<file path="config.mk">
export PLATFORM = sky130hd
export DESIGN_NAME = can_tx_serializer_flat
export DESIGN_NICKNAME = d
export VERILOG_FILES = /design/src/rtl/can_tx_serializer_pkg.sv /design/src/rtl/can_tx_serializer_if.sv /design/src/rtl/can_tx_serializer_bit_timer.sv /design/src/rtl/can_tx_serializer.sv /design/src/flat_wrapper.sv
export SDC_FILE = /design/constraint.sdc
export NUM_CORES = 1
export LEC_CHECK = 0
export ABC_AREA = 1
export CAP_MARGIN = 15
export CORE_ASPECT_RATIO = 2
export CORE_MARGIN = 4
export CORE_UTILIZATION = 35
export CTS_BUF_LIST = sky130_fd_sc_hd__clkbuf_16
export DETAILED_ROUTE_END_ITERATION = 10
export PLACE_DENSITY = 0.66
export RECOVER_POWER = 100
export SYNTH_ARGS = -nofsm -noshare
export SYNTH_HDL_FRONTEND = slang
export SYNTH_SLANG_ARGS = --single-unit
</file>
<file path="constraint.sdc">
create_clock -name clk -period 4.8 [get_ports clk]
set_clock_uncertainty 0.05 [all_clocks]
set_input_delay 0.96 -clock clk [delete_from_list [all_inputs] [get_ports clk]]
set_output_delay 0.96 -clock clk [all_outputs]
set_load 0.05 [all_outputs]
</file>
<file path="src/rtl/can_tx_serializer_pkg.sv">
// -----------------------------------------------------------------------------
// can_pkg
// Shared constants, FSM state type and helpers for the CAN 2.0A transmit
// serialiser and its bit timer.
//   CAN_CRC_POLY / CAN_CRC_W     : CRC-15 generator polynomial and width
//   CAN_MIN/MAX_FRAME_BITS       : legal unstuffed SOF..DATA lengths
//   STUFF_LIMIT                  : equal-bit run that forces a stuff bit
//   can_state_e                  : serialiser FSM states
//   clks_per_bit()               : system clocks per CAN bit
//   crc15_step()                 : one bit-serial CRC-15 update
//   clamp_frame_len()            : force a frame length into the legal range
// -----------------------------------------------------------------------------
package can_pkg;

  localparam logic [14:0] CAN_CRC_POLY       = 15'h4599;
  localparam int          CAN_CRC_W          = 15;
  localparam int          CAN_MIN_FRAME_BITS = 19;
  localparam int          CAN_MAX_FRAME_BITS = 83;
  localparam int          STUFF_LIMIT        = 5;

  typedef enum logic [1:0] {
    IDLE,
    DATA,
    CRC,
    DELIM
  } can_state_e;

  function automatic int clks_per_bit(input int clk_mhz, input int rate_kbits);
    return (clk_mhz * 1000) / rate_kbits;
  endfunction

  function automatic logic [CAN_CRC_W-1:0] crc15_step(input logic [CAN_CRC_W-1:0] crc,
                                                      input logic                 bit_in);
    logic crcnxt;
    crcnxt = bit_in ^ crc[CAN_CRC_W-1];
    return {crc[CAN_CRC_W-2:0], 1'b0} ^ (crcnxt ? CAN_CRC_POLY : '0);
  endfunction

  function automatic logic [6:0] clamp_frame_len(input logic [6:0] len);
    if (len < 7'(CAN_MIN_FRAME_BITS)) return 7'(CAN_MIN_FRAME_BITS);
    if (len > 7'(CAN_MAX_FRAME_BITS)) return 7'(CAN_MAX_FRAME_BITS);
    return len;
  endfunction

endpackage

</file>
<file path="src/rtl/can_tx_serializer_if.sv">
// -----------------------------------------------------------------------------
// can_tx_serializer_if
// Frame request / serial output bundle of the CAN transmit serialiser.
//   start      : frame request (master -> slave)
//   frame_bits : unstuffed SOF..DATA bits, MSB first, bit 82 = SOF
//   frame_len  : number of valid bits in frame_bits
//   tx         : serial CAN bit, 1 = recessive (slave -> master)
//   busy       : frame in progress
//   done       : one-cycle completion pulse
//   crc        : running / final CRC-15
// master = frame requester (host logic or bench), slave = serialiser.
// -----------------------------------------------------------------------------
interface can_tx_serializer_if;
  import can_pkg::*;

  logic                          start;
  logic [CAN_MAX_FRAME_BITS-1:0] frame_bits;
  logic [6:0]                    frame_len;
  logic                          tx;
  logic                          busy;
  logic                          done;
  logic [CAN_CRC_W-1:0]          crc;

  modport master (
    output start, frame_bits, frame_len,
    input  tx, busy, done, crc
  );

  modport slave (
    input  start, frame_bits, frame_len,
    output tx, busy, done, crc
  );

endinterface

</file>
<file path="src/rtl/can_tx_serializer_bit_timer.sv">
// -----------------------------------------------------------------------------
// can_bit_timer
// Divides the system clock down to the CAN bit period. The counter runs
// 0..CLKS_PER_BIT-1 while enabled and sits at 0 otherwise, so the first bit
// after enable lasts exactly one full bit period. Shared by TX and RX paths.
//   clk, rst_n  : system clock, asynchronous active-low reset
//   i_en        : count enable (frame in progress)
//   o_bit_end   : strobe on the last clock of each bit period
// -----------------------------------------------------------------------------
module can_bit_timer
  import can_pkg::*;
#(
  parameter int clk_speed_MHz      = 100,
  parameter int can_bit_rate_Kbits = 500
) (
  input  logic clk,
  input  logic rst_n,
  input  logic i_en,
  output logic o_bit_end
);

  localparam int               CLKS_PER_BIT = clks_per_bit(clk_speed_MHz, can_bit_rate_Kbits);
  localparam int               CNT_W        = (CLKS_PER_BIT > 1) ? $clog2(CLKS_PER_BIT) : 1;
  localparam logic [CNT_W-1:0] LAST_COUNT   = CNT_W'(CLKS_PER_BIT - 1);

  logic [CNT_W-1:0] r_count;
  logic             w_last;

  assign w_last    = (r_count == LAST_COUNT);
  assign o_bit_end = i_en & w_last;

  // NOTE: clocked state is written with non-blocking assignments only, so every
  // always_ff sees the pre-edge value of every other register.
  always_ff @(posedge clk or negedge rst_n) begin
    if (!rst_n) begin
      r_count <= '0;
    end else if (!i_en || w_last) begin
      r_count <= '0;
    end else begin
      r_count <= r_count + CNT_W'(1);
    end
  end

endmodule

</file>
<file path="src/rtl/can_tx_serializer.sv">
// -----------------------------------------------------------------------------
// can_tx_serializer
// Serialises an unstuffed CAN 2.0A frame prefix (SOF..DATA), appends the
// CRC-15 sequence and the recessive CRC delimiter, and inserts stuff bits
// from SOF through the last CRC bit.
//   clk, rst_n : system clock, asynchronous active-low reset (aborts a frame)
//   bus        : can_tx_serializer_if.slave (start/frame_bits/frame_len in,
//                tx/busy/done/crc out)
// r_tx always holds the bit currently on the wire; at each bit_end the next
// wire bit (stuff bit, data bit, CRC bit or delimiter) is loaded into it.
// -----------------------------------------------------------------------------
module can_tx_serializer
  import can_pkg::*;
#(
  parameter int clk_speed_MHz      = 100,
  parameter int can_bit_rate_Kbits = 500
) (
  input  logic                  clk,
  input  logic                  rst_n,
  can_tx_serializer_if.slave    bus
);

  localparam int MSB = CAN_MAX_FRAME_BITS - 1;

  can_state_e                    r_state,   w_state_nxt;
  logic                          r_tx,      w_tx_nxt;
  logic                          r_busy,    w_busy_nxt;
  logic                          r_done,    w_done_nxt;
  logic                          r_stuff,   w_stuff_nxt;   // current wire bit is a stuff bit
  logic [2:0]                    r_run,     w_run_nxt;     // equal-bit run ending with r_tx
  logic [6:0]                    r_left,    w_left_nxt;    // real bits left in this field after r_tx
  logic [CAN_CRC_W-1:0]          r_crc,     w_crc_nxt;
  logic [CAN_CRC_W-1:0]          r_crc_sh,  w_crc_sh_nxt;  // frozen CRC being shifted out
  logic [CAN_MAX_FRAME_BITS-1:0] r_data,    w_data_nxt;    // unsent data bits, next at MSB

  logic       w_bit_end;
  logic       w_bit;
  logic [6:0] w_len;

  can_bit_timer #(
    .clk_speed_MHz      (clk_speed_MHz),
    .can_bit_rate_Kbits (can_bit_rate_Kbits)
  ) u_bit_timer (
    .clk       (clk),
    .rst_n     (rst_n),
    .i_en      (r_busy),
    .o_bit_end (w_bit_end)
  );

  always_ff @(posedge clk or negedge rst_n) begin
    if (!rst_n) begin
      r_state  <= IDLE;
      r_tx     <= 1'b1;
      r_busy   <= 1'b0;
      r_done   <= 1'b0;
      r_stuff  <= 1'b0;
      r_run    <= '0;
      r_left   <= '0;
      r_crc    <= '0;
      r_crc_sh <= '0;
      r_data   <= '0;
    end else begin
      r_state  <= w_state_nxt;
      r_tx     <= w_tx_nxt;
      r_busy   <= w_busy_nxt;
      r_done   <= w_done_nxt;
      r_stuff  <= w_stuff_nxt;
      r_run    <= w_run_nxt;
      r_left   <= w_left_nxt;
      r_crc    <= w_crc_nxt;
      r_crc_sh <= w_crc_sh_nxt;
      r_data   <= w_data_nxt;
    end
  end

  // NOTE: every signal driven here is given a default before any branch, so no
  // path leaves one unassigned and no latch is inferred.
  always_comb begin
    w_state_nxt  = r_state;
    w_tx_nxt     = r_tx;
    w_busy_nxt   = r_busy;
    w_done_nxt   = 1'b0;
    w_stuff_nxt  = r_stuff;
    w_run_nxt    = r_run;
    w_left_nxt   = r_left;
    w_crc_nxt    = r_crc;
    w_crc_sh_nxt = r_crc_sh;
    w_data_nxt   = r_data;
    w_bit        = 1'b1;
    w_len        = clamp_frame_len(bus.frame_len);

    if (r_state == IDLE) begin
      if (bus.start) begin
        // SOF goes on the wire directly; the rest waits in the shift register.
        w_state_nxt = DATA;
        w_busy_nxt  = 1'b1;
        w_tx_nxt    = bus.frame_bits[MSB];
        w_data_nxt  = bus.frame_bits << 1;
        w_left_nxt  = w_len - 7'd1;
        w_run_nxt   = 3'd1;
        w_stuff_nxt = 1'b0;
        w_crc_nxt   = '0;
      end
    end else if (w_bit_end) begin
      // Only real data bits feed the CRC; stuff bits and the CRC field do not.
      if (r_state == DATA && !r_stuff) begin
        w_crc_nxt = crc15_step(r_crc, r_tx);
      end

      if (r_state == DELIM) begin
        w_state_nxt = IDLE;
        w_tx_nxt    = 1'b1;
        w_busy_nxt  = 1'b0;
        w_done_nxt  = 1'b1;
      end else if (r_run == 3'(STUFF_LIMIT)) begin
        // Stuff bit takes precedence over any field change, which also defers
        // DATA->CRC and CRC->DELIM until it has been sent.
        w_tx_nxt    = ~r_tx;
        w_stuff_nxt = 1'b1;
        w_run_nxt   = 3'd1;
      end else begin
        w_stuff_nxt = 1'b0;
        if (r_state == DATA) begin
          if (r_left != '0) begin
            w_bit      = r_data[MSB];
            w_data_nxt = r_data << 1;
            w_left_nxt = r_left - 7'd1;
          end else begin
            // CRC is frozen here: it includes the last data bit just finished.
            w_state_nxt  = CRC;
            w_bit        = w_crc_nxt[CAN_CRC_W-1];
            w_crc_sh_nxt = {w_crc_nxt[CAN_CRC_W-2:0], 1'b0};
            w_left_nxt   = 7'(CAN_CRC_W - 1);
          end
        end else begin
          if (r_left != '0) begin
            w_bit        = r_crc_sh[CAN_CRC_W-1];
            w_crc_sh_nxt = {r_crc_sh[CAN_CRC_W-2:0], 1'b0};
            w_left_nxt   = r_left - 7'd1;
          end else begin
            w_state_nxt = DELIM;
            w_bit       = 1'b1;
          end
        end
        w_tx_nxt  = w_bit;
        w_run_nxt = (w_bit == r_tx) ? r_run + 3'd1 : 3'd1;
      end
    end
  end

  assign bus.tx   = r_tx;
  assign bus.busy = r_busy;
  assign bus.done = r_done;
  assign bus.crc  = r_crc;

endmodule
</file>
<file path="src/flat_wrapper.sv">
// flat-port wrapper written by rule: the top's interface ports become plain ports
module can_tx_serializer_flat import can_pkg::*;
#(
  parameter int clk_speed_MHz      = 100,
  parameter int can_bit_rate_Kbits = 500
)
  (clk, rst_n, bus_start, bus_frame_bits, bus_frame_len, bus_tx, bus_busy, bus_done, bus_crc);
  can_tx_serializer_if bus_i ();
  input  logic clk;
  input  logic rst_n;
  input wire logic [$bits(bus_i.start)-1:0] bus_start;
  input wire logic [$bits(bus_i.frame_bits)-1:0] bus_frame_bits;
  input wire logic [$bits(bus_i.frame_len)-1:0] bus_frame_len;
  output wire logic [$bits(bus_i.tx)-1:0] bus_tx;
  output wire logic [$bits(bus_i.busy)-1:0] bus_busy;
  output wire logic [$bits(bus_i.done)-1:0] bus_done;
  output wire logic [$bits(bus_i.crc)-1:0] bus_crc;
  assign bus_i.start = bus_start;
  assign bus_i.frame_bits = bus_frame_bits;
  assign bus_i.frame_len = bus_frame_len;
  assign bus_tx = bus_i.tx;
  assign bus_busy = bus_i.busy;
  assign bus_done = bus_i.done;
  assign bus_crc = bus_i.crc;
  can_tx_serializer #(.clk_speed_MHz(clk_speed_MHz), .can_bit_rate_Kbits(can_bit_rate_Kbits)) u_core (.clk(clk), .rst_n(rst_n), .bus(bus_i));
endmodule
</file>
* Yosys cells after proc, flatten, opt, wreduce, memory -nomap -nowiden
Index checks and enable logic that the tools add are counted.
Storage, ports and cells: register bits after elaboration 137, output and inout bits 18, logic and storage cells 123
Operators by class: $add $sub $neg 4, order comparisons 2, equal/unequal tests 11, multiplexer cells 69, bitwise operators 7, reduce and logical (&&, ||, !) cells 19
Operators with widths (number):
- $mux 83 | 7
- $mux 15 | 8
- $mux 7 | 12
- $mux 1 | 27
- $mux 3 | 6
- $mux 2 | 8
- $xor 15x15->15 | 1
- $sub 7x1->7 const B | 2
- $reduce_and 6->1 | 2
- $reduce_bool 2->1 | 5
- $add 8x1->8 const B | 1
- $eq 8x8->1 const B | 1
- $mux 8 | 1
- $gt 7x7->1 const B | 1
- $lt 7x5->1 const B | 1
- $reduce_bool 7->1 | 1
- $ne 3x1->1 const B | 2
- $reduce_and 3->1 | 2
- $reduce_and 5->1 | 1
- $ne 2x1->1 const B | 2
- $ne 2x2->1 const B | 2
- $not 1->1 | 4
- $reduce_and 4->1 | 1
- $add 3x1->3 const B | 1
- 12 further kinds | 13

* Depth between registers and ports, before layout
Gate-level depths: netlist of the first run.
depth after elaboration 16, gate-level depth with buffers 14, depth with buffers taken out 13

* Modules after synthesis
A second synthesis of the first run with hierarchy kept.
Unflattened totals: cells, all modules 870, area total of the unflattened synthesis 7016.7 sq um
By module, submodules not included:
- can_tx_serializer | instances 1, cells an instance 815, area an instance 6597.6 sq um, sequential area each 3179.3 sq um
- can_bit_timer | instances 1, cells an instance 55, area an instance 419.2 sq um, sequential area each 200.2 sq um

* Worst setup path before layout of the first run
Ideal clock, no wire load.
kind in2reg, from in bus_frame_len[5], to reg u_core.r_left[4], setup time 117 ps, data arrival time 2102 ps, required time 4633 ps, slack 2531 ps, stages 11, path buffers 0, path through inv_1 -> nand2_1 -> nand2_1 -> nand2_1 -> nor3_1 -> ha_1 -> nand3_1 -> nand2_1 -> nand3_1 -> nand2_1 -> nand2_1
On the way: cells in the longest elaborated chain, start to end 8
Ends and longest elaborated chain:
- start, declared | line flat_wrapper.sv:13 | input wire logic [$bits(bus_i.frame_len)-1:0] bus_frame_len;
- $gt 7x7->1 | line can_tx_serializer_pkg.sv:41 | if (len > 7'(CAN_MAX_FRAME_BITS)) return 7'(CAN_MAX_FRAME_BITS);
- $mux 1 (2 in a row) | line can_tx_serializer_pkg.sv:41
- $mux 7 | line can_tx_serializer_pkg.sv:42 | return len;
- $mux 7 * | line can_tx_serializer_pkg.sv:41
- $sub 7x1->7 * | line can_tx_serializer.sv:99 | w_left_nxt = w_len - 7'd1;
- $mux 7 * | line can_tx_serializer.sv:93 | if (bus.start) begin
- $mux 7 * | line can_tx_serializer.sv:92 | if (r_state == IDLE) begin
- end signal, assigned | line can_tx_serializer.sv:69 | r_left <= w_left_nxt;
- end, declared | line can_tx_serializer.sv:31 | logic [6:0] r_left, w_left_nxt;
Mark *: on every way between the ends. The rest lies on a longest branch, timed or not. The select of a mux whose other input is x is not followed. A chain may end at the register's enable or synchronous reset.

* Worst setup path in the final report of the first run
from reg u_core.r_state[1], to reg u_core.r_data[16]
On the way: cells in the longest elaborated chain, start to end 3
Ends and longest elaborated chain:
- start, declared | line can_tx_serializer.sv:25 | can_state_e r_state, w_state_nxt;
- start signal, assigned | line can_tx_serializer.sv:63 | r_state <= w_state_nxt;
- $eq 2x2->1 (tied with other cells) | line can_tx_serializer.sv:110 | if (r_state == DELIM) begin
- $ne 2x1->1 (no source line) (tied with other cells)
- $reduce_and 6->1 (no source line)
- end signal, assigned | line can_tx_serializer.sv:72 | r_data <= w_data_nxt;
- end, declared | line can_tx_serializer.sv:34 | logic [CAN_MAX_FRAME_BITS-1:0] r_data, w_data_nxt;
Parallel ways exist; a longest one is shown, timed or not.

==> results.sh, run 1 <==
export IMPL_startpoint_type="register"
export IMPL_area_delta_synth_final_pct=26.7
export IMPL_tightest_slew_ns=1.96
export IMPL_ys_seq_elements=135
export IMPL_required_ns=5.07
export IMPL_critPathArrivalTime_ns=4.02
export IMPL_clk_latency_ns=0.41
export IMPL_core_area_mm2=0.0193
export IMPL_finalMaxSlewViolations=75
export IMPL_synth_seq_area_share_pct=49.3
export IMPL_die_area_mm2=0.0220
export IMPL_critPathLaunch="u_core.r_state[1]"
export IMPL_reg2reg_depth=10
export IMPL_routabilityCongestion=0.867
export IMPL_fp_row_count=72
export IMPL_cts_buffers=17
export IMPL_viasPerCell=4.88
export IMPL_violations="max-capacitance violations, max-slew violations"
export IMPL_synth_top_cell_area_share_pct=48.9
export IMPL_peakVddDrop_uv=193
export IMPL_synth_xor_area_share_pct=0.638
export IMPL_cts_hold_buffers=0
export IMPL_min_period_over_period_pct=78.2
export IMPL_synth_async_reset_ratio_pct=100
export IMPL_critical_path_class="register to register"
export IMPL_rrSetupSlack_ns=1.05
export IMPL_cts_max_level=4
export IMPL_cts_sinks=135
export IMPL_dr_pass1_iters=5
export IMPL_cts_reportedPaths_clkPinSlew_ns=0.06
export IMPL_grt_overflow=0
export IMPL_grt_pass1_wl_mm=27.3
export IMPL_reg2reg_to="u_core.r_data[16]"
export IMPL_synth_top_family_by_area="simple AND/OR/NAND/NOR gates"
export IMPL_synth_top_cell_by_area="dfrtp_1"
export IMPL_critPathMaxFanout=68
export IMPL_hp_class="register to register"
export IMPL_rsz0062_at_grt="false"
export IMPL_drt_initial_drc_count=212
export IMPL_drive_above_1_share_pct=4.97
export IMPL_synth_compound_area_share_pct=12.1
export IMPL_detail_route_wl_per_cell_um=14.6
export IMPL_dp_cells=1112
export IMPL_post_cts_setup_buffer_count=0
export IMPL_synthAdderAreaFrac_pct=1.64
export IMPL_synthMuxAreaShare_pct=11.8
export IMPL_syn_num_nets=877
export IMPL_avgSynthCellArea_um2=8.85
export IMPL_clockBufferDepth=2
export IMPL_setup_tns_final_ns=0
export IMPL_cts_tree="yes"
export IMPL_rr_startpoint="u_core.r_state[1]"
export IMPL_synthesis_area_mm2=0.00686
export IMPL_yosysMostFrequentCell="nand2_1"
export IMPL_grt_pass1_vias=5840
export IMPL_ctsResizeCount=0
export IMPL_root_buffer="clkbuf_16"
export IMPL_fillCellCount=1952
export IMPL_syn_inst=775
export IMPL_yosys_most_used_dff="dfrtp_1"
export IMPL_max_freq_mhz=266
export IMPL_start_util_pct=35.6
export IMPL_antenna_left=0
export IMPL_synth_cell_types=36
export IMPL_die_w_um=107
export IMPL_crit_end="u_core.r_data[16]"
export IMPL_fp_dieH_um=206
export IMPL_synth_edf_count=0
export IMPL_nets=974
export IMPL_p_leak_nw=3.63
export IMPL_grt_max_degree=75
export IMPL_drv_cap=1
export IMPL_yosys_warnings=0
export IMPL_cp_end_kind="register"
export IMPL_grt_usage_pct=15.6
export IMPL_setup_viol=0
export IMPL_finalHoldViolCount=0
export IMPL_synth_area_leaders="dfrtp_1, mux2i_1, nand2_1"
export IMPL_synthTopCellsByCount="nand2_1, dfrtp_1, mux2i_1, o21ai_1, inv_1"
export IMPL_io_buffers=110
export IMPL_slew_headroom_pct=-30.8
export IMPL_wl_mm=16.7
export IMPL_via_count=5593
export IMPL_status="complete, but fails checks"
export IMPL_final_cells=1145
export IMPL_top_level_ports=111
export IMPL_yosys_area_share_simple_pct=18.7
export IMPL_dp_hpwl_mm=11.9
export IMPL_power_density_mw_per_mm2=300
export IMPL_period_needed_ns=3.75
export IMPL_drcViolationCount=0
export IMPL_antenna_found_initial=0
==> cell usage in the layout (no fill, tap or decap), types with 9 or more instances in the layout <==
| cell type | netlist | routed |
|---|---|---|
| mux2i_1 | 81 | 81 |
| o21ai_0 | 42 | 118 |
| nand4_1 | 9 | 11 |
| nand2_1 | 202 | 203 |
| nor2_1 | 43 | 44 |
| dlygate4sd3_1 | 0 | 18 |
| clkdlybuf4s50_1 | 0 | 91 |
| a21oi_1 | 12 | 12 |
| inv_1 | 48 | 49 |
| o22ai_1 | 10 | 10 |
| clkbuf_16 | 0 | 17 |
| nor3_1 | 8 | 9 |
| nand3_1 | 23 | 23 |
| dfrtp_1 | 134 | 134 |
==> layout make-up <==
cell class	instances	area [um^2]	area share (%)
flip-flops and latches	135	3380	38.9
multi-input cells	553	3050	35.1
repair buffers	116	1140	13.2
clock buffers	17	425	4.90
well taps	259	324	3.73
inverters	49	184	2.12
clock inverters	15	178	2.04
diodes	1	2.50	0.0288
==> critical path: stages, from the launching register on <==
cell	delay, ns
dfrtp_1	0.39
inv_1	0.10
ha_4	0.31
inv_1	0.43
nand4_1	0.71
nand2_4	0.49
nand2_4	0.13
nor2_4	0.13
nand2_4	0.31
buf_12	0.32
o21ai_0	0.23
==> power breakdown <==
part	total [mW]	leakage [nW]	switching [mW]	internal, mW
combinational	0.119	1.58	0.0478	0.0713
sequential	1.14	1.76	0	1.14
clock	1.35	0.283	0.527	0.818
total	2.60	3.63	0.575	2.03
==> metal layers <==
layer | vias up | GRT usage, % | part of all wire (%)
li1 | 2794 | - | -
met3 | 31 | 2.84 | 3.4
met5 | - | 0 | 0
met2 | 124 | 29.3 | 55
met4 | 0 | 8.50 | 3.4
met1 | 2644 | 16.0 | 38
==> sequential cells by signal (all words and copies together), names as in the netlist <==
name / count
u_core.bus.done: 1
u_core.r_state: 2
u_core.r_crc_sh: 14
u_core.r_run: 3
u_core.bus.tx: 1
u_core.bus.crc: 15
u_core.r_data: 82
u_core.r_stuff: 1
u_core.u_bit_timer.r_count: 8
u_core.r_left: 7
u_core.bus.busy: 1
==> how the worst min path moves through the flow <==
| stage | slack [ns] | startpoint | depth (start not counted) | end |
|---|---|---|---|---|
| 2_1_floorplan | 0.39 | u_core.r_data[1] | 2 | u_core.r_data[1] |
| 3_3_place_gp | 0.42 | u_core.r_data[1] | 2 | u_core.r_data[1] |
| 3_5_place_dp | 0.42 | u_core.r_crc_sh[13] | 2 | u_core.r_crc_sh[13] |
| 4_1_cts | 0.43 | u_core.r_crc_sh[13] | 2 | u_core.r_crc_sh[13] |
| 5_1_grt | 0.45 | u_core.r_data[38] | 2 | u_core.r_data[38] |
| 6_report | 0.43 | u_core.r_data[1] | 2 | u_core.r_data[1] |
==> kinds of logic after synthesis <==
group           count (synthesis)
mux                            81
flops                         135
fa+ha+maj                       9
buf+inv                        87
compound gates                157
xor+xnor                        5
simple gates                  301
==> stage by stage <==
step	util (%)	setup slack (ns)	cell area (um^2)	hold WS, ns	power, mW
after floorplan	-	2.53	6860	0.391	1.17
after global placement	42.3	1.60	8150	0.415	1.28
after detailed placement	42.3	1.57	8150	0.417	1.28
after CTS	45.4	1.55	8750	0.433	2.64
after global routing	45.1	0.719	8690	0.454	2.69
final	45.1	1.05	8690	0.426	2.60
Power figures use the tool's default switching activity.
==> run 2: changes to the inputs <==
==> constraint.sdc (replaced) <==
create_clock -name clk -period 3.56 [get_ports clk]
set_clock_uncertainty 0.05 [all_clocks]
set_input_delay 0.712 -clock clk [delete_from_list [all_inputs] [get_ports clk]]
set_output_delay 0.712 -clock clk [all_outputs]
set_load 0.05 [all_outputs]
==> run 2 against run 1 <==
Effect of this change: the run still ends with max-capacitance violations, max-slew violations left; combinational power is 37% higher; critical path depth up 1; first-iteration DRC count down 7.5%; sequential power grew 34%; routed wire length grew 0.69%; cell count rose by 0.52%; clock power up 39%; register-to-register slack got worse by 0.39 ns; global-route usage up 0.21 points; non-clock buffer count up 7; critical endpoint is now u_core.r_data[59].
==> results.sh, run 2 (same netlist as run 1, synthesis figures left out) <==
export IMPL_drive_above_1_share_pct=5.83
export IMPL_core_area_mm2=0.0193
export IMPL_antenna_cells=0
export IMPL_cts_sinks=135
export IMPL_power_mw=3.58
export IMPL_cts_tree="yes"
export IMPL_max_freq_mhz=344
export IMPL_largest_reg_flops=82
export IMPL_drv_cap=1
export IMPL_fillCellCount=1941
export IMPL_startpoint_type="register"
export IMPL_critical_path_class="register to register"
export IMPL_rsz0062_at_grt="false"
export IMPL_tightest_slew_ns=2.10
export IMPL_drcViolationCount=0
export IMPL_p_clk_share_pct=52.6
export IMPL_cts_buffers=17
export IMPL_status="complete, but fails checks"
export IMPL_period_needed_ns=2.91
export IMPL_violations="max-capacitance violations, max-slew violations"
export IMPL_root_buffer="clkbuf_16"
export IMPL_wl_mm=16.8
export IMPL_p_sw_uw=772
export IMPL_regMostFlops="u_core.r_data"
export IMPL_io_buffers=110
export IMPL_start_util_pct=35.6
export IMPL_viasPerCell=4.85
export IMPL_finalMaxSlewViolations=82
export IMPL_fp_row_count=72
export IMPL_cts_hold_buffers=0
export IMPL_min_period_over_period_pct=81.6
export IMPL_wl_met3_um=484
export IMPL_clk_latency_ns=0.41
export IMPL_finalHoldViolCount=0
export IMPL_die_area_mm2=0.0220
export IMPL_final_common_cell="nand2_1"
export IMPL_power_density_mw_per_mm2=408
export IMPL_p_seq_share_pct=42.9
export IMPL_cts_max_level=4
export IMPL_critPathArrivalTime_ns=3.14
export IMPL_antenna_left=0
export IMPL_antenna_found_initial=0
export IMPL_clockBufferDepth=2
export IMPL_p_int_mw=2.81
export IMPL_grt_max_degree=82
export IMPL_slew_headroom_pct=-39.8
export IMPL_pwr_share_comb_pct=4.6
export IMPL_cts_reportedPaths_clkPinSlew_ns=0.07
export IMPL_top_level_ports=111
export IMPL_peakVddDrop_uv=272
export IMPL_dp_hpwl_mm=12.1
export IMPL_critPathMaxFanout=32
export IMPL_die_w_um=107
export IMPL_detail_route_wl_per_cell_um=14.6
export IMPL_required_ns=3.79
export IMPL_routabilityCongestion=0.835
export IMPL_top_layer="met4"
export IMPL_p_leak_nw=3.68
export IMPL_fp_dieH_um=206
export IMPL_area_delta_synth_final_pct=28.0
export IMPL_nets=981
export IMPL_setup_viol=0
export IMPL_grt_overflow=0
export IMPL_grt_pass1_wl_mm=27.5
export IMPL_via_count=5588
export IMPL_wl_met2_mm=9.45
export IMPL_grt_pass1_vias=5713
export IMPL_post_cts_setup_buffer_count=0
export IMPL_switching_share_pct=21.6
export IMPL_dr_pass1_iters=6
export IMPL_grt_usage_pct=15.8
export IMPL_hp_class="register to register"
export IMPL_final_cell_mix="nand2_1, dfrtp_1, o21ai_0"
export IMPL_setup_tns_final_ns=0
export IMPL_drt_initial_drc_count=196
export IMPL_cp_end_kind="register"
export IMPL_wl_met1_mm=6.47
export IMPL_ctsResizeCount=0
-- run 2: layer usage --
layer | global-route usage [%] | up-vias
met5 | 0 | -
met4 | 5.90 | 0
met3 | 3.25 | 21
met2 | 30.3 | 104
met1 | 16.7 | 2651
li1 | - | 2812
-- run 2: final cells by class --
cell class	instances	area, um^2	share of cell area (%)
Clock buffer	17	425	4.84
Timing Repair Buffer	123	1200	13.7
Tap cell	259	324	3.69
Inverter	49	184	2.09
Clock inverter	15	201	2.29
Multi-Input combinational cell	553	3060	34.9
Sequential cell	135	3380	38.5
-- run 2: worst max-delay path, stage by stage (launching register included) --
cell and delay, ns:
dfrtp_1 0.39, ha_1 0.19, nand2_1 0.11, nor3_1 0.41, nand4_4 0.33, nand2_1 0.22, nand2_1 0.20, nor2_4 0.17
nand2_4 0.23, clkbuf_1 0.29, nand2_1 0.09, o21ai_0 0.08
-- run 2: power by group through the flow --
stage	Combinational [mW]	Clock, mW	Sequential [mW]
after floorplan	0.0191	0	1.56
after global placement	0.169	0	1.56
after detailed placement	0.169	0	1.56
after CTS	0.169	1.93	1.53
after global routing	0.179	2.00	1.53
final	0.163	1.88	1.53
-- run 2: metrics by stage --
step | cell area [um^2] | hold slack [ns] | setup WS [ns] | utilization (%) | std cells
5_1_grt | 8780 | 0.447 | 0.327 | 45.5 | 1151
3_5_place_dp | 8210 | 0.416 | 0.789 | 42.6 | 1119
6_report | 8780 | 0.430 | 0.654 | 45.5 | 1151
2_1_floorplan | 6860 | 0.366 | 1.54 | - | 775
3_3_place_gp | 8210 | 0.407 | 0.876 | 42.6 | 1119
4_1_cts | 8840 | 0.314 | 0.791 | 45.8 | 1151
-- run 2: path summary, 6_finish.rpt --
path | startpoint | endpoint | slack [ns] | depth (start not counted)
worst max-delay path | u_core.u_bit_timer.r_count[0] | u_core.r_data[59] | 0.65 | 11
worst min register to register | u_core.r_crc_sh[3] | u_core.r_crc_sh[3] | 0.43 | 2
worst max register to register | u_core.u_bit_timer.r_count[0] | u_core.r_data[59] | 0.65 | 11
worst min-delay path | u_core.r_crc_sh[3] | u_core.r_crc_sh[3] | 0.43 | 2
min in group asynchronous | rst_n | u_core.r_data[77] | 0.83 | 1
max in group asynchronous | rst_n | u_core.r_data[46] | 0.99 | 2
==> run 3: changes to the inputs <==
==> constraint.sdc (replaced) <==
create_clock -name clk -period 3.05 [get_ports clk]
set_clock_uncertainty 0.05 [all_clocks]
set_input_delay 0.61 -clock clk [delete_from_list [all_inputs] [get_ports clk]]
set_output_delay 0.61 -clock clk [all_outputs]
set_load 0.05 [all_outputs]
==> run 3 against run 2 <==
Effect of this change: the flow still finishes with violations (max-capacitance violations, max-slew violations); cell count is 0.17% lower; total power up 11%; combinational power rose by 18%; core utilization down 0.26 points; global-route usage hardly changed; via count rose by 1.1%; highest routed layer unchanged; cell area fell by 0.57%; non-clock buffer count shrank 2; flip-flop and latch count unchanged; first-iteration DRC count increased by 19%; sequential power is 17% higher.
==> results.sh, run 3 (same netlist as run 1, synthesis figures left out) <==
export IMPL_io_buffers=110
export IMPL_cts_sinks=135
export IMPL_drcViolationCount=0
export IMPL_grt_max_degree=77
export IMPL_drt_initial_drc_count=233
export IMPL_cts_max_level=4
export IMPL_required_ns=3.31
export IMPL_cts_buffers=17
export IMPL_core_area_mm2=0.0193
export IMPL_slew_headroom_pct=-34.2
export IMPL_period_needed_ns=2.63
export IMPL_antenna_found_initial=0
export IMPL_min_period_over_period_pct=86.4
export IMPL_critical_path_class="register to register"
export IMPL_finalHoldViolCount=0
export IMPL_antenna_left=0
export IMPL_place_ws_ns=0.435
export IMPL_power_density_mw_per_mm2=454
export IMPL_grt_usage_pct=15.8
export IMPL_seq_area_mm2=0.00338
export IMPL_multi_input_area_mm2=0.00307
export IMPL_root_buffer="clkbuf_16"
export IMPL_cts_hold_buffers=0
export IMPL_largest_reg_flops=82
export IMPL_setup_viol=0
export IMPL_violations="max-capacitance violations, max-slew violations"
export IMPL_wl_mm=16.7
export IMPL_detail_route_wl_per_cell_um=14.6
export IMPL_grt_pass1_wl_mm=27.5
export IMPL_max_freq_mhz=380
export IMPL_post_route_util_pct=45.3
export IMPL_fp_dieH_um=206
export IMPL_clockBufferDepth=2
export IMPL_dr_pass1_iters=5
export IMPL_finalMaxSlewViolations=76
export IMPL_dp_hpwl_mm=12.0
export IMPL_viasPerCell=4.92
export IMPL_setup_tns_final_ns=0
export IMPL_setup_slack_ns=0.415
export IMPL_final_cell_mix="nand2_1, dfrtp_1, o21ai_0"
export IMPL_drv_cap=1
export IMPL_area_delta_synth_final_pct=27.3
export IMPL_start_util_pct=35.6
export IMPL_startpoint_type="register"
export IMPL_die_area_mm2=0.0220
export IMPL_critPathMaxFanout=15
export IMPL_antenna_cells=0
export IMPL_routabilityCongestion=0.908
export IMPL_clk_latency_ns=0.42
export IMPL_final_common_cell="nand2_1"
export IMPL_fp_row_count=72
export IMPL_peakVddDrop_uv=310
export IMPL_status="complete, but fails checks"
export IMPL_grt_pass1_vias=5789
export IMPL_cts_reportedPaths_clkPinSlew_ns=0.06
export IMPL_nets=979
export IMPL_regMostFlops="u_core.r_data"
export IMPL_hp_class="register to register"
export IMPL_p_leak_nw=3.67
export IMPL_cts_tree="yes"
export IMPL_fillCellCount=1930
export IMPL_grt_overflow=0
export IMPL_cp_end_kind="register"
export IMPL_hold_slack_ns=0.431
export IMPL_top_level_ports=111
export IMPL_drive_above_1_share_pct=5.51
export IMPL_ctsResizeCount=0
export IMPL_via_count=5652
export IMPL_post_cts_setup_buffer_count=0
export IMPL_tightest_slew_ns=2.01
export IMPL_die_w_um=107
export IMPL_critPathArrivalTime_ns=2.90
export IMPL_rsz0062_at_grt="false"
-- run 3: cell count changes in the layout (fill, tap and decap cells not counted), sizes merged --
| cell | previous run | this run |
|---|---|---|
| bufinv | 4 | 2 |
| clkbuf | 22 | 20 |
| clkinv | 7 | 9 |
-- run 3: report_power, final --
part           switching (mW)  leakage [nW]  internal [mW]  total, mW
Sequential                  0          1.76           1.79       1.79
Combinational          0.0767          1.63          0.115      0.192
Clock                   0.786         0.279           1.19       1.98
-- run 3: critical path, stage by stage, from the launching register on --
cell,delay (ns)
dfrtp_1,0.42
inv_1,0.12
ha_1,0.18
inv_1,0.23
nor2_1,0.57
inv_1,0.23
nand2_1,0.10
nand2_1,0.09
nand2_1,0.08
nand2_1,0.07
nand2_1,0.16
nand3_1,0.10
nand2_1,0.08
nand2_1,0.05
-- run 3: metrics by stage --
step / area, um^2 / power, mW / std cells
after floorplan: 6860 / 1.85 / 775
after global placement: 8210 / 2.02 / 1117
after detailed placement: 8210 / 2.02 / 1117
after CTS: 8770 / 4.03 / 1149
after global routing: 8730 / 4.12 / 1149
final: 8730 / 3.96 / 1149
-- run 3: path summary, 6_finish.rpt --
check	slack (ns)	to	cells after the start	startpoint
setup / recovery	0.42	u_core.r_run[0]	13	u_core.r_state[1]
max in group asynchronous	0.72	u_core.r_data[33]	2	rst_n
setup reg to reg	0.42	u_core.r_run[0]	13	u_core.r_state[1]
hold / removal	0.43	u_core.r_data[1]	2	u_core.r_data[1]
hold reg to reg	0.43	u_core.r_data[1]	2	u_core.r_data[1]
min in group asynchronous	0.70	u_core.r_data[78]	1	rst_n
-- run 3: final cells by class --
class                   instances  share of cell area (%)
repair buffers                121                    13.8
clock buffers                  17                    4.87
well taps                     259                    3.71
inverters                      49                    2.11
multi-input cells             553                    35.2
flip-flops and latches        135                    38.7
clock inverters                15                    1.58
-- run 3: layer usage --
layer	global-route usage [%]	vias up	share of wire (%)
met3	2.88	33	3.0
met1	16.2	2691	37
met5	0	-	0
met2	29.9	121	56
met4	8.37	0	3.7
li1	-	2807	-
